==> src/rtl/fetch_decode_unit.sv <==
// ---------------------------------------------------------------------------
// fetch_decode_unit
//
// Front end of the 8-bit CSE141L core. This block owns the program counter,
// addresses a synchronous instruction ROM, and decodes the 9-bit word the ROM
// returns. Each instruction takes two cycles:
//   FETCH  : the address goes out on o_imemAddr and the ROM registers the word.
//   DECODE : the word is decoded combinationally. The write enables pulse
//            for this one cycle, and the pc is updated on the closing edge.
// A HALT instruction moves the block to HALTED. It stays there until reset.
//
// Optional feature (compile-time macro FETCH_STALL_EN):
//   This macro adds the i_stall input. While i_stall is high in FETCH or
//   DECODE, the state and pc hold and every write enable is forced low. In
//   DECODE the decode fields stay visible, but o_instrValid drops.
//   Reset overrides stall.
//
// Ports:
//   i_clock          core clock, all state changes on posedge
//   i_reset          synchronous active-high reset
//   i_stall          (FETCH_STALL_EN only) hold the pipeline in place
//   o_imemAddr       instruction ROM address (always equals pc)
//   i_imemData       ROM data, valid one cycle after the address
//   i_branchTaken    branch condition, used only in DECODE of a BR
//   i_branchTarget   branch destination, sampled with i_branchTaken
//   o_readRegister1  instr[5:3], destination / first source
//   o_readRegister2  instr[2:0], second source
//   o_ltIndex        instr[2:0], lookup-table index (MOVI, BR)
//   o_immediate      MOVI: second operand comes from the lookup table
//   o_regWrite       register file write enable
//   o_memWrite       data memory write enable
//   o_aluOp          instr[8:6], passed through to the ALU
//   o_instrValid     high while a decoded instruction is presented
//   o_pcOut          current pc, for trace
//   o_done           program finished (HALTED)
// ---------------------------------------------------------------------------
module fetch_decode_unit #(
  parameter int PC_W    = 8,
  parameter int INSTR_W = 9
) (
  input  logic               i_clock,
  input  logic               i_reset,
`ifdef FETCH_STALL_EN
  input  logic               i_stall,
`endif
  output logic [PC_W-1:0]    o_imemAddr,
  input  logic [INSTR_W-1:0] i_imemData,
  input  logic               i_branchTaken,
  input  logic [PC_W-1:0]    i_branchTarget,
  output logic [2:0]         o_readRegister1,
  output logic [2:0]         o_readRegister2,
  output logic [2:0]         o_ltIndex,
  output logic               o_immediate,
  output logic               o_regWrite,
  output logic               o_memWrite,
  output logic [2:0]         o_aluOp,
  output logic               o_instrValid,
  output logic [PC_W-1:0]    o_pcOut,
  output logic               o_done
);

  typedef enum logic [1:0] {
    ST_FETCH  = 2'd0,
    ST_DECODE = 2'd1,
    ST_HALTED = 2'd2
  } state_t;

  localparam logic [2:0] OP_ADD   = 3'd0;
  localparam logic [2:0] OP_SUB   = 3'd1;
  localparam logic [2:0] OP_AND   = 3'd2;
  localparam logic [2:0] OP_MOVI  = 3'd3;
  localparam logic [2:0] OP_LOAD  = 3'd4;
  localparam logic [2:0] OP_STORE = 3'd5;
  localparam logic [2:0] OP_BR    = 3'd6;
  localparam logic [2:0] OP_HALT  = 3'd7;

  localparam logic [PC_W-1:0] PC_ONE = {{(PC_W-1){1'b0}}, 1'b1};

  state_t          r_state;
  state_t          w_next_state;
  logic [PC_W-1:0] r_pc;
  logic [PC_W-1:0] w_next_pc;
  logic            w_stall;
  logic [2:0]      w_opcode;
  logic [2:0]      w_enables;

  // Per-opcode enables, packed as {regWrite, memWrite, immediate}.
  function automatic logic [2:0] f_decode_enables(input logic [2:0] opcode);
    logic [2:0] en;
    case (opcode)
      OP_ADD, OP_SUB, OP_AND, OP_LOAD: en = 3'b100;
      OP_MOVI:                         en = 3'b101;
      OP_STORE:                        en = 3'b010;
      OP_BR, OP_HALT:                  en = 3'b000;
      default:                         en = 3'b000;
    endcase
    return en;
  endfunction

`ifdef FETCH_STALL_EN
  assign w_stall = i_stall;
`else
  assign w_stall = 1'b0;
`endif

  assign w_opcode   = i_imemData[8:6];
  assign w_enables  = f_decode_enables(w_opcode);
  // The ROM is addressed straight from pc, so it re-delivers the same word
  // while the block holds in DECODE.
  assign o_imemAddr = r_pc;
  assign o_pcOut    = r_pc;

  // State and program counter registers with synchronous reset.
  always_ff @(posedge i_clock) begin
    if (i_reset) begin
      r_state <= ST_FETCH;
      r_pc    <= {PC_W{1'b0}};
    end else begin
      r_state <= w_next_state;
      r_pc    <= w_next_pc;
    end
  end

  // Next-state, next-pc and decode outputs for the fetch/decode loop.
  always_comb begin
    w_next_state    = r_state;
    w_next_pc       = r_pc;
    o_readRegister1 = 3'd0;
    o_readRegister2 = 3'd0;
    o_ltIndex       = 3'd0;
    o_immediate     = 1'b0;
    o_regWrite      = 1'b0;
    o_memWrite      = 1'b0;
    o_aluOp         = 3'd0;
    o_instrValid    = 1'b0;
    o_done          = 1'b0;

    // During reset all outputs stay low. This covers an edge that lands in
    // the middle of a DECODE, so no write commits on that edge.
    if (i_reset) begin
      w_next_state = ST_FETCH;
      w_next_pc    = {PC_W{1'b0}};
    end else begin
      case (r_state)
        ST_FETCH: begin
          if (w_stall) begin
            w_next_state = ST_FETCH;
          end else begin
            w_next_state = ST_DECODE;
          end
        end

        ST_DECODE: begin
          o_readRegister1 = i_imemData[5:3];
          o_readRegister2 = i_imemData[2:0];
          o_ltIndex       = i_imemData[2:0];
          o_aluOp         = w_opcode;
          if (w_stall) begin
            // The fields stay visible, but nothing commits and pc holds.
            w_next_state = ST_DECODE;
          end else begin
            o_instrValid = 1'b1;
            o_regWrite   = w_enables[2];
            o_memWrite   = w_enables[1];
            o_immediate  = w_enables[0];
            if (w_opcode == OP_HALT) begin
              w_next_state = ST_HALTED;
            end else if ((w_opcode == OP_BR) && i_branchTaken) begin
              w_next_state = ST_FETCH;
              w_next_pc    = i_branchTarget;
            end else begin
              w_next_state = ST_FETCH;
              w_next_pc    = r_pc + PC_ONE;
            end
          end
        end

        ST_HALTED: begin
          o_done       = 1'b1;
          w_next_state = ST_HALTED;
        end

        default: begin
          w_next_state = ST_FETCH;
          w_next_pc    = {PC_W{1'b0}};
        end
      endcase
    end
  end

endmodule
==> config.mk <==
export PLATFORM = sky130hd
export DESIGN_NAME = fetch_decode_unit
export DESIGN_NICKNAME = d
export VERILOG_FILES = /design/src/rtl/fetch_decode_unit.sv
export SDC_FILE = /design/constraint.sdc
export NUM_CORES = 1
export LEC_CHECK = 0
export BUFFER_PORTS_ARGS = -buffer_cell sky130_fd_sc_hd__buf_2
export CAP_MARGIN = 30
export CORE_MARGIN = 2
export CORE_UTILIZATION = 40
export CTS_CLUSTER_SIZE = 25
export DETAILED_ROUTE_END_ITERATION = 16
export GPL_ROUTABILITY_DRIVEN = 0
export GPL_TIMING_DRIVEN = 0
export HOLD_SLACK_MARGIN = 0.12
export PLACE_DENSITY_LB_ADDON = 0.05
export SYNTH_ARGS = -nofsm -noshare
export SYNTH_HDL_FRONTEND = slang
export SYNTH_SLANG_ARGS = --single-unit
==> constraint.sdc <==
create_clock -name i_clock -period 1.8 [get_ports i_clock]
set_input_delay 0.27 -clock i_clock [delete_from_list [all_inputs] [get_ports i_clock]]
set_output_delay 0.27 -clock i_clock [all_outputs]
set_load 0.1 [all_outputs]
==> run summary <==
status: complete, but fails checks
failing checks: setup timing
Initial Util: 43.5%
Reg clk slew, reported paths: 0.06 ns
flops & latches, synth: 10
EDFF count, synth: 0
crit path max fanout: 5
IO Pins: 53
largest net degree at the start of global routing: 11
CTS Buf Count: 3
most common cell after layout, fill and taps aside: buf_2
vias: 986
main flop type after synthesis: dfxtp_1
clock period minus worst slack: 1.92 ns
final wirelength: 2.79 mm
total gr overflow: 0
WHS: 0.264 ns
Rel. slew slack: 64.7%
Fin. Hold Viols: 0
1st-iter DRT viols: 18
H-tree lvl count: 1
gr usage total: 21.1%
Worst EP required: 1.53 ns
Die Y-Extent: 48.0 um
pre-CTS setup slack: 0.0101 ns
commonest non-fill, non-tap cells in the layout: buf_2 (36), buf_4 (12), buf_12 (11)
Sink Count: 10
initial antenna violation count: 0
Max Root-Sink Buffers: 2
clock tree from TritonCTS: built
worst vdd ir: 435 uV
Area Growth Syn to Fin: 84.0%
ANT cells: 0
sequential area share after synthesis: 25.8%
Rows: 15
Final WS setup: -0.116 ns
Async S/R FF share, synth: 0%
vias in the first global route: 779
Setup Skew: 0.00841 ns
fin crit share: 106%
Synthesized Nets: 119
CP Capture Type: primary output
Lkg Pwr: 0.670 nW
CP Launch Type: flop
Die W: 48.0 um
WP data arrival: 1.65 ns
final slew viol count: 0
DIE AREA: 2310 sq um
max_cap viols: 0
Clock Latency Late Sink: 0.27 ns
Slew @ Worst Pin: 0.529 ns
CTS root buffer: clkbuf_4
final setup vio count: 6
core area: 1780 sq um
Cell variety after synth: 34
Routed wire per std cell: 15.4 um
pwr/cell area: 533 nW/um^2
layout cells sized above 1: 59.6%
via density per instance: 5.45
# DRC: 0
first-pass GRT wire length: 3.42 mm
Final ANT Viol Nets: 0
Detailed Routing Iterations Pass 1: 4
RSZ-0062 raised after global routing: yes
largest area contributor in the netlist: dfxtp_1
Port Buffers: 52
layout net count: 179
Syn Area/Cell: 7.92 sq um
worst min path class: in2reg
post-synthesis cell area: 776 sq um
Crit Path Class: reg2out
Mapped Cells: 98
Syn. warnings: 0
Detail Placement HPWL: 1.64 mm
Fmax achieved: 522 MHz
Util after Layout: 80.1%
synth top area cells: dfxtp_1 (26%), buf_4 (11%), and2_1 (7.3%)
top cell type's share of synthesized area: 25.8%
==> final timing paths <==
path	depth (start not counted)	start	slack (ns)	to
max	4	r_state[1]	-0.12	o_immediate
min	3	i_branchTarget[2]	0.26	o_imemAddr[2]
max reg2reg	5	r_state[1]	0.39	o_imemAddr[6]
min reg2reg	2	r_state[0]	0.55	r_state[0]
==> power breakdown <==
part / internal [mW] / switching (mW) / total, mW / leakage [nW]
registers: 0.227 / 0.00807 / 0.236 / 0.0844
clock network: 0.0774 / 0.0837 / 0.161 / 0.0138
logic: 0.120 / 0.245 / 0.365 / 0.572
==> Yosys cell counts (2+ instances only) <==
| cell type | n |
|---|---|
| buf_4 | 11 |
| dfxtp_1 | 10 |
| and2_1 | 9 |
| inv_1 | 8 |
| nand2_1 | 6 |
| nand3_1 | 5 |
| nor3b_1 | 5 |
| o21ai_0 | 5 |
| a211o_1 | 4 |
| a21oi_1 | 4 |
| nor3_1 | 3 |
| a32oi_1 | 2 |
| buf_6 | 2 |
| clkbuf_1 | 2 |
| nor2_1 | 2 |
| o211ai_1 | 2 |
==> flip-flops by register name (all words and copies together) (netlist names) <==
name,cells
o_imemAddr,8
r_state,2
==> cell type report <==
| type | instances | area (sq um) |
|---|---|---|
| Buffer | 15 | 145 |
| Clock buffer | 3 | 22.5 |
| Fill cell | 124 | 355 |
| Inverter | 8 | 30.0 |
| Multi-Input combinational cell | 65 | 500 |
| Sequential cell | 10 | 213 |
| Tap cell | 25 | 31.3 |
| Timing Repair Buffer | 55 | 485 |
==> logic make-up (layout without fill, tap and decap cells) <==
group                    after synthesis  after routing  share of synthesized area [%]
AO/OA/AOI/OAI                         25             25                           22.7
XOR/XNOR                               1              1                           1.13
adder cells (fa/ha/maj)                1              1                           1.61
buffers and inverters                 23             81                           18.4
flip-flops                            10             10                           25.8
multiplexers                           2              2                           3.23
AND/OR/NAND/NOR                       36             36                           27.1
==> what timing repair did <==
item / in CTS / in global routing
pin swaps: 2 / 4
resized for setup: 43 / 18
buffers inserted: 2 / 0
endpoints found under the setup margin: 16 / 15
hold buffers: 0 / 0
gates cloned: 1 / 0
==> worst max-delay path, stage by stage (launching register included) <==
cell	delay, ns
dfxtp_4	0.35
nor3b_4	0.34
nand2_2	0.18
nor3b_4	0.30
buf_12	0.21
==> layer usage <==
metal / vias to the layer above / share of wire, % / routed length (um) / global-route usage [%]
li1: 462 / - / - / -
met3: 8 / 6.1 / 171 / 2.64
met4: 0 / 2.8 / 78 / 6.49
met2: 52 / 51 / 1420 / 37.9
met1: 464 / 40 / 1110 / 25.9
met5: - / 0 / 0 / 0
==> per-stage QoR <==
stage               cells  cell area, sq um  TNS, ns  power [mW]
finish                181              1430   -0.363       0.761
detailed placement    175              1170        0       0.552
global route          181              1430    -1.07       0.785
floorplan              98               877   -0.255       0.492
global placement      175              1170        0       0.548
CTS                   181              1360   -0.135       0.739
No activity file was read; power rests on OpenSTA's default activity.
